$ cat config.mk
export PLATFORM = sky130hd
export DESIGN_NAME = hrm_mailbox
export DESIGN_NICKNAME = d
export VERILOG_FILES = /design/src/rtl/hrm_pkg.sv /design/src/rtl/hrm_mbox_chan.sv /design/src/rtl/hrm_mailbox.sv
export SDC_FILE = /design/constraint.sdc
export NUM_CORES = 1
export LEC_CHECK = 0
export BUFFER_PORTS_ARGS = -buffer_cell sky130_fd_sc_hd__buf_2
export CORE_MARGIN = 2
export CORE_UTILIZATION = 45
export DETAILED_ROUTE_END_ITERATION = 10
export GPL_TIMING_DRIVEN = 0
export PLACE_DENSITY_LB_ADDON = 0.1
export SYNTH_ARGS = -nofsm -noshare
export SYNTH_HDL_FRONTEND = slang
export SYNTH_HIERARCHICAL = 1
export SYNTH_SLANG_ARGS = --single-unit
$ cat constraint.sdc
create_clock -name clk -period 6.5 [get_ports clk]
set_input_delay 1.3 -clock clk [delete_from_list [all_inputs] [get_ports clk]]
set_output_delay 1.3 -clock clk [all_outputs]
set_load 0.05 [all_outputs]
$ cat src/rtl/hrm_pkg.sv
// Shared HRM package: default data width, debug-display dump chip selects,
// and the level-width helper used by the mailbox.
package hrm_pkg;

  localparam int HRM_DW = 8;

  // Dump chip-select codes feeding the debug display mux
  localparam logic [2:0] DMP_INBOX  = 3'd0;
  localparam logic [2:0] DMP_OUTBOX = 3'd1;
  localparam logic [2:0] DMP_PC     = 3'd2;
  localparam logic [2:0] DMP_RAM    = 3'd3;
  localparam logic [2:0] DMP_REG    = 3'd4;
  localparam logic [2:0] DMP_INSTR  = 3'd5;
  localparam logic [2:0] DMP_MBOX   = 3'd6;

  // Bits needed to count 0..depth inclusive
  function automatic int lvl_w(input int depth);
    return $clog2(depth + 1);
  endfunction

endpackage

$ cat src/rtl/hrm_mbox_chan.sv
// One mailbox channel: FWFT FIFO with flush, sticky overflow, level and
// a combinational dump read at an offset from the head.
module hrm_mbox_chan
  import hrm_pkg::*;
#(
  parameter int DW      = HRM_DW,
  parameter int LGDEPTH = 5,
  parameter int LW      = lvl_w(2**LGDEPTH)
) (
  input  logic               clk,
  input  logic               i_rst_n,
  input  logic               i_wr,
  input  logic [DW-1:0]      i_wdata,
  input  logic               i_rd,
  input  logic               i_clr,
  output logic [DW-1:0]      o_rdata,
  output logic               o_empty_n,
  output logic               o_full,
  output logic [LW-1:0]      o_level,
  output logic               o_ovf,
  input  logic [LGDEPTH-1:0] i_dmp_pos,
  output logic [DW-1:0]      o_dmp_data,
  output logic               o_dmp_valid
);

  localparam int DEPTH = 2**LGDEPTH;

  logic [DW-1:0]      mem_q [DEPTH];
  logic [LGDEPTH-1:0] wptr_q, wptr_d, rptr_q, rptr_d;
  logic [LW-1:0]      level_q, level_d;
  logic               ovf_q, ovf_d;
  logic               full, empty_n, push, pop;
  logic [LGDEPTH-1:0] dmp_idx;

  assign full    = (level_q == LW'(DEPTH));
  assign empty_n = (level_q != '0);
  // A simultaneous pop frees the slot, so a full FIFO still takes the push
  assign push    = i_wr && (!full || i_rd);
  assign pop     = i_rd && empty_n;

  // Next-state: flush wins over traffic; overflow latches on a dropped push
  always_comb begin
    wptr_d  = wptr_q;
    rptr_d  = rptr_q;
    level_d = level_q;
    ovf_d   = ovf_q;
    if (i_clr) begin
      wptr_d  = '0;
      rptr_d  = '0;
      level_d = '0;
      ovf_d   = 1'b0;
    end else begin
      if (push) wptr_d = wptr_q + 1'b1;
      if (pop)  rptr_d = rptr_q + 1'b1;
      if (push && !pop)      level_d = level_q + 1'b1;
      else if (pop && !push) level_d = level_q - 1'b1;
      if (i_wr && full && !i_rd) ovf_d = 1'b1;
    end
  end

  // State register with synchronous active-low reset
  always_ff @(posedge clk) begin
    if (!i_rst_n) begin
      wptr_q  <= '0;
      rptr_q  <= '0;
      level_q <= '0;
      ovf_q   <= 1'b0;
    end else begin
      wptr_q  <= wptr_d;
      rptr_q  <= rptr_d;
      level_q <= level_d;
      ovf_q   <= ovf_d;
    end
  end

  // Storage write; contents survive reset and flush
  always_ff @(posedge clk) begin
    if (i_rst_n && !i_clr && push) mem_q[wptr_q] <= i_wdata;
  end

  assign o_rdata   = empty_n ? mem_q[rptr_q] : '0;
  assign o_empty_n = empty_n;
  assign o_full    = full;
  assign o_level   = level_q;
  assign o_ovf     = ovf_q;

  assign dmp_idx     = rptr_q + i_dmp_pos;
  assign o_dmp_valid = (LW'(i_dmp_pos) < level_q);
  assign o_dmp_data  = o_dmp_valid ? mem_q[dmp_idx] : '0;

endmodule

$ cat src/rtl/hrm_mailbox.sv
// Multi-channel HRM mailbox: NCH independent FWFT channels plus a debug
// dump mux. Define HRM_MAILBOX_DUMP_EN to enable the dump port; otherwise
// the dump outputs are tied to 0.
module hrm_mailbox
  import hrm_pkg::*;
#(
  parameter int DW      = HRM_DW,
  parameter int LGDEPTH = 5,
  parameter int NCH     = 2
) (
  input  logic                              clk,
  input  logic                              i_rst_n,
  input  logic [NCH-1:0]                    i_wr,
  input  logic [NCH*DW-1:0]                 i_wdata,
  input  logic [NCH-1:0]                    i_rd,
  output logic [NCH*DW-1:0]                 o_rdata,
  output logic [NCH-1:0]                    o_empty_n,
  output logic [NCH-1:0]                    o_full,
  output logic [NCH*lvl_w(2**LGDEPTH)-1:0]  o_level,
  output logic [NCH-1:0]                    o_ovf,
  input  logic [NCH-1:0]                    i_clr,
  input  logic [2:0]                        i_dmp_ch,
  input  logic [LGDEPTH-1:0]                i_dmp_pos,
  output logic [DW-1:0]                     o_dmp_data,
  output logic                              o_dmp_valid
);

  localparam int LW = lvl_w(2**LGDEPTH);

  logic [NCH-1:0][DW-1:0] dmp_data;
  logic [NCH-1:0]         dmp_valid;

  for (genvar c = 0; c < NCH; c++) begin : g_chan
    hrm_mbox_chan #(.DW(DW), .LGDEPTH(LGDEPTH), .LW(LW)) u_chan (
      .clk         (clk),
      .i_rst_n     (i_rst_n),
      .i_wr        (i_wr[c]),
      .i_wdata     (i_wdata[c*DW +: DW]),
      .i_rd        (i_rd[c]),
      .i_clr       (i_clr[c]),
      .o_rdata     (o_rdata[c*DW +: DW]),
      .o_empty_n   (o_empty_n[c]),
      .o_full      (o_full[c]),
      .o_level     (o_level[c*LW +: LW]),
      .o_ovf       (o_ovf[c]),
      .i_dmp_pos   (i_dmp_pos),
      .o_dmp_data  (dmp_data[c]),
      .o_dmp_valid (dmp_valid[c])
    );
  end

`ifdef HRM_MAILBOX_DUMP_EN
  // Dump channel select; codes >= NCH match nothing and read as invalid
  always_comb begin
    o_dmp_data  = '0;
    o_dmp_valid = 1'b0;
    for (int c = 0; c < NCH; c++) begin
      if (i_dmp_ch == 3'(c)) begin
        o_dmp_data  = dmp_data[c];
        o_dmp_valid = dmp_valid[c];
      end
    end
  end
`else
  assign o_dmp_data  = '0;
  assign o_dmp_valid = 1'b0;
  logic unused_dmp;
  assign unused_dmp = ^{i_dmp_ch, dmp_data, dmp_valid};
`endif

endmodule
* Word-level counts from Yosys, hierarchy flattened *
Memory sizes are Yosys's and may differ from the RTL's. A register that Yosys moved wholly into a read port is not among the register bits.
Cells that the tools add are included.

word-level totals
  memories kept = 2
  input port bits = 32
  RAM bits = 512
  flip-flop bits (word level) = 34
  output and inout bits = 43

cells by class
  reductions and logical operators = 34
  equality and inequality tests = 2
  muxes and demuxes = 14
  bitwise gates (word level) = 1
  add/sub/neg operators = 8

memories
  name                    words  bits a word  read ports  clocked after memory_dff  wr ports  RTL line             RTL
  g_chan[0].u_chan.mem_q  32     8            1           1                         1         hrm_mbox_chan.sv:28  logic [DW-1:0] mem_q [DEPTH];
  g_chan[1].u_chan.mem_q  32     8            1           1                         1         hrm_mbox_chan.sv:28

operators with widths
  cell                 count
  $mux 6               4
  $add 5x1->5 const B  4
  $mux 5               4
  $logic_and 1x1->1    16
  $mux 8               2
  $add 6x1->6 const B  2
  $eq 6x6->1 const B   2
  $reduce_bool 6->1    2
  $sub 6x1->6 const B  2
  $logic_not 1->1      10
  $mux 1               4
  $reduce_bool 2->1    2
  $reduce_or 2->1      2
  $logic_or 1x1->1     2
  $not 1->1            1

* Logic depth before layout (Yosys ltp) *
  depth in word-level cells = 8
  depth in mapped cells = 11

* Hierarchy *
Netlist, hierarchy kept.

modules (own cells, without submodules)
  module                            cells each  area each (µm²)  instances
  hrm_mbox_chan (g_chan[0].u_chan)  733         13400.4          1
  hrm_mbox_chan (g_chan[1].u_chan)  727         13332.8          1
  hrm_mailbox                       10          71.3             1

* Least setup slack after synthesis *
Ideal clock, no wire load.

  kind = reg2out
  start point = register g_chan[1].u_chan.level_q[5]
  end point = output port o_rdata[10]
  cell stages (with the launch flop) = 5
  buffers on the path = 0
  arrival = 2435 ps
  slack = 2765 ps
  cell sequence = dfxtp_1 inv_1 nand3_1 nand2_1 o22ai_1

between the ends
  cells in the longest elaborated chain, start to end = 2

ends and longest elaborated chain
  what                      RTL line             RTL
  start: declaration        hrm_mbox_chan.sv:30  logic [LW-1:0] level_q, level_d;
  start signal: assignment  hrm_mbox_chan.sv:71  level_q <= level_d;
  $reduce_bool 6->1         hrm_mbox_chan.sv:36  assign empty_n = (level_q != '0);
  via o_empty_n[1]          hrm_mailbox.sv:17    output logic [NCH-1:0] o_empty_n,
  $mux 8                    hrm_mbox_chan.sv:81  assign o_rdata = empty_n ? mem_q[rptr_q] : '0;
  end: declaration          hrm_mailbox.sv:16    output logic [NCH*DW-1:0] o_rdata,

The timed path passes the listed nets, and every way through them passes these cells.

==> impl_metrics.env <==
export IMPL_drv_slew=0
export IMPL_tightest_slew_ns=0.893
export IMPL_yosys_warnings=6
export IMPL_cts_inserted_buffers=56
export IMPL_grt_overflow_total=0
export IMPL_htreeDepth=2
export IMPL_skew_ns=0.0297
export IMPL_worst_path_max_fanout=10
export IMPL_rows=81
export IMPL_grt_start_max_net_pins=33
export IMPL_met2_usage_pct=33.4
export IMPL_ctsResizeCount=0
export IMPL_cts_path_max_buffers=3
export IMPL_clk_pin_slew_worst_paths_ns=0.06
export IMPL_avgSynthCellArea_sq_um=20.1
export IMPL_antenna_found_initial=1
export IMPL_hold_depth=2
export IMPL_critPathKind="reg2out"
export IMPL_netlist_area_sq_mm=0.0221
export IMPL_internal_power_uw=6410
export IMPL_drt_total_wl_microns=48300
export IMPL_end_kind="output pin"
export IMPL_worst_slack_ns=1.99
export IMPL_drc_errors=0
export IMPL_p_comb_share_pct=15.9
export IMPL_cts_setup_buffers=0
export IMPL_peakVddDrop_v=0.000366
export IMPL_drt_wirelength_per_cell_microns=25.0
export IMPL_start_util_pct=45.4
export IMPL_use_met3_pct=3.01
export IMPL_area_growth_pct=13.9
export IMPL_hold_end="g_chan[0].u_chan/o_ovf$_SDFFE_PP0P_"
export IMPL_reg2reg_from="g_chan[0].u_chan/o_level[0]$_SDFFE_PP0P_"
export IMPL_cts_sinks=556
export IMPL_grt_pass1_vias=10700
export IMPL_die_h_microns=226
export IMPL_worst_r2r_setup_slack_ns=3.03
export IMPL_busiest_layer="met2"
export IMPL_viasPerCell=5.48
export IMPL_p_per_area_mw_per_mm2=345
export IMPL_io_pins=75
export IMPL_hp_start="g_chan[0].u_chan/o_ovf$_SDFFE_PP0P_"
export IMPL_cts_tree="yes"
export IMPL_diodes=0
export IMPL_worstHoldPathType="reg2reg"
export IMPL_routabilityCongestion=0.808
export IMPL_cts_root_buf="clkbuf_16"
export IMPL_core_sq_mm=0.0487
export IMPL_io_buffers=57
export IMPL_cap_violations=0
export IMPL_finalCoreUtilization_pct=51.7
export IMPL_fin_nets=1276
export IMPL_grtUsageTotal_pct=19.6
export IMPL_cts_hold_buffers=0
export IMPL_ant_nets=0
export IMPL_reg2reg_depth=10
export IMPL_dp_slack_ns=2.45
export IMPL_finalHoldViolCount=0
export IMPL_slew_headroom_pct=40.3
export IMPL_drt_iter0_drc=937
export IMPL_die_w_microns=226
export IMPL_nFillCells=3940
export IMPL_required_ns=5.20
export IMPL_power_net_switching_uw=2280
export IMPL_insertion_delay_ns=0.61
export IMPL_cp_data_arrival_time_ns=3.21
export IMPL_dieArea_sq_mm=0.0510
export IMPL_crit_reg2reg_capture="g_chan[0].u_chan/o_level[4]$_SDFFE_PP0P_"
export IMPL_vias=10600
export IMPL_cp_start_kind="register"
export IMPL_pwr_share_seq_pct=45.7
export IMPL_hpwl_microns=30400
export IMPL_swShare_pct=26.2
export IMPL_dr_pass1_iters=5
export IMPL_finalCritPeriodShare_pct=69.3
export IMPL_final_setup_tns_ns=0
export IMPL_drive_gt1_share_pct=25.4
export IMPL_p_leak_uw=0.00799
export IMPL_netlist_instances=1099
export IMPL_placed_area_sq_mm=0.0233
export IMPL_power_frac_clock_pct=38.4
export IMPL_met1_usage_pct=26.3
export IMPL_fin_crit_ns=4.51
export IMPL_max_freq_ghz=0.222
export IMPL_fin_area_sq_mm=0.0252
export IMPL_grt_pass1_wl_microns=71400
export IMPL_rsz0062_at_grt="false"
export IMPL_status="finished, final reports clean"
export IMPL_finalSetupViolations=0
worst max path at each step:
stage	from	end
after floorplan	g_chan[1].u_chan/o_level[0]$_SDFFE_PP0P_	o_rdata[10]
after global placement	i_rd[0]	g_chan[0].u_chan/o_level[4]$_SDFFE_PP0P_
after detailed placement	i_rd[0]	g_chan[0].u_chan/o_level[4]$_SDFFE_PP0P_
after CTS	register	o_rdata[9]
after global routing	register	o_rdata[6]
final	register	o_rdata[5]
layout by cell type (no fill, tap or decap), types with 3 or more instances in the layout:
master,n
buf_6,11
ha_1,20
clkinv_1,12
o22ai_1,8
edfxtp_1,512
dfxtp_1,44
mux2i_1,3
mux4_1,20
bufinv_16,6
nand4_1,8
clkbuf_8,14
nor4_1,5
nand3_1,13
a21oi_1,12
buf_1,9
a211oi_1,3
inv_1,36
clkinv_2,8
o21ai_0,4
buf_2,61
clkbuf_1,34
buf_4,11
nor2_1,100
or3b_2,3
a31oi_1,4
conb_1,9
clkbuf_16,57
nand3b_1,6
a41oi_1,3
o21ai_1,9
mux4_2,140
nor2b_1,3
nand2b_1,4
nand2_1,26
xnor2_1,8
xor2_1,15
a21o_1,4
state kept, by name, indices dropped and copies added, names as in the netlist, named ones only:
| register | cells |
|---|---|
| g_chan.u_chan/mem_q | 512 |
| g_chan.u_chan/o_level | 12 |
| g_chan.u_chan/rptr_q | 10 |
| g_chan.u_chan/wptr_q | 10 |
| g_chan.u_chan/o_ovf | 2 |
area by class of cell:
cell class | instances | area, sq um | area share [%]
flip-flops and latches | 556 | 16300 | 64.5
multi-input cells | 447 | 5370 | 21.3
clock buffers | 83 | 1660 | 6.60
well taps | 664 | 831 | 3.30
plain buffers | 59 | 363 | 1.44
repair buffers | 57 | 285 | 1.13
clock inverters | 21 | 272 | 1.08
inverters | 45 | 169 | 0.670
critical path: stages (launching register included):
cell      delay (ns)
dfxtp_1         0.31
clkbuf_2        0.28
clkbuf_1        0.53
mux4_1          0.46
mux4_2          0.52
nand3_1         0.11
o21ai_1         0.12
buf_2           0.24
stage by stage:
stage	hold slack (ns)	total power, uW	cells
after CTS	0.473	8780	1932
final	0.465	8690	1932
after detailed placement	0.459	5440	1828
after floorplan	0.468	5060	1107
after global placement	0.444	5430	1828
after global routing	0.497	9000	1932
power by group through the flow:
stage                     Combinational [uW]  Clock, uW  Sequential, uW
final                                   1380       3340            3970
after global routing                    1490       3540            3970
after CTS                               1400       3410            3970
after detailed placement                1400          0            4050
after global placement                  1390          0            4040
after floorplan                          949          0            4110
metal layers:
metal	vias to the layer above	share of wire [%]
met5	-	0.025
li1	4686	-
met2	271	51
met4	2	1.8
met1	5567	42
met3	63	4.7
(Power assumes the default switching activity.)
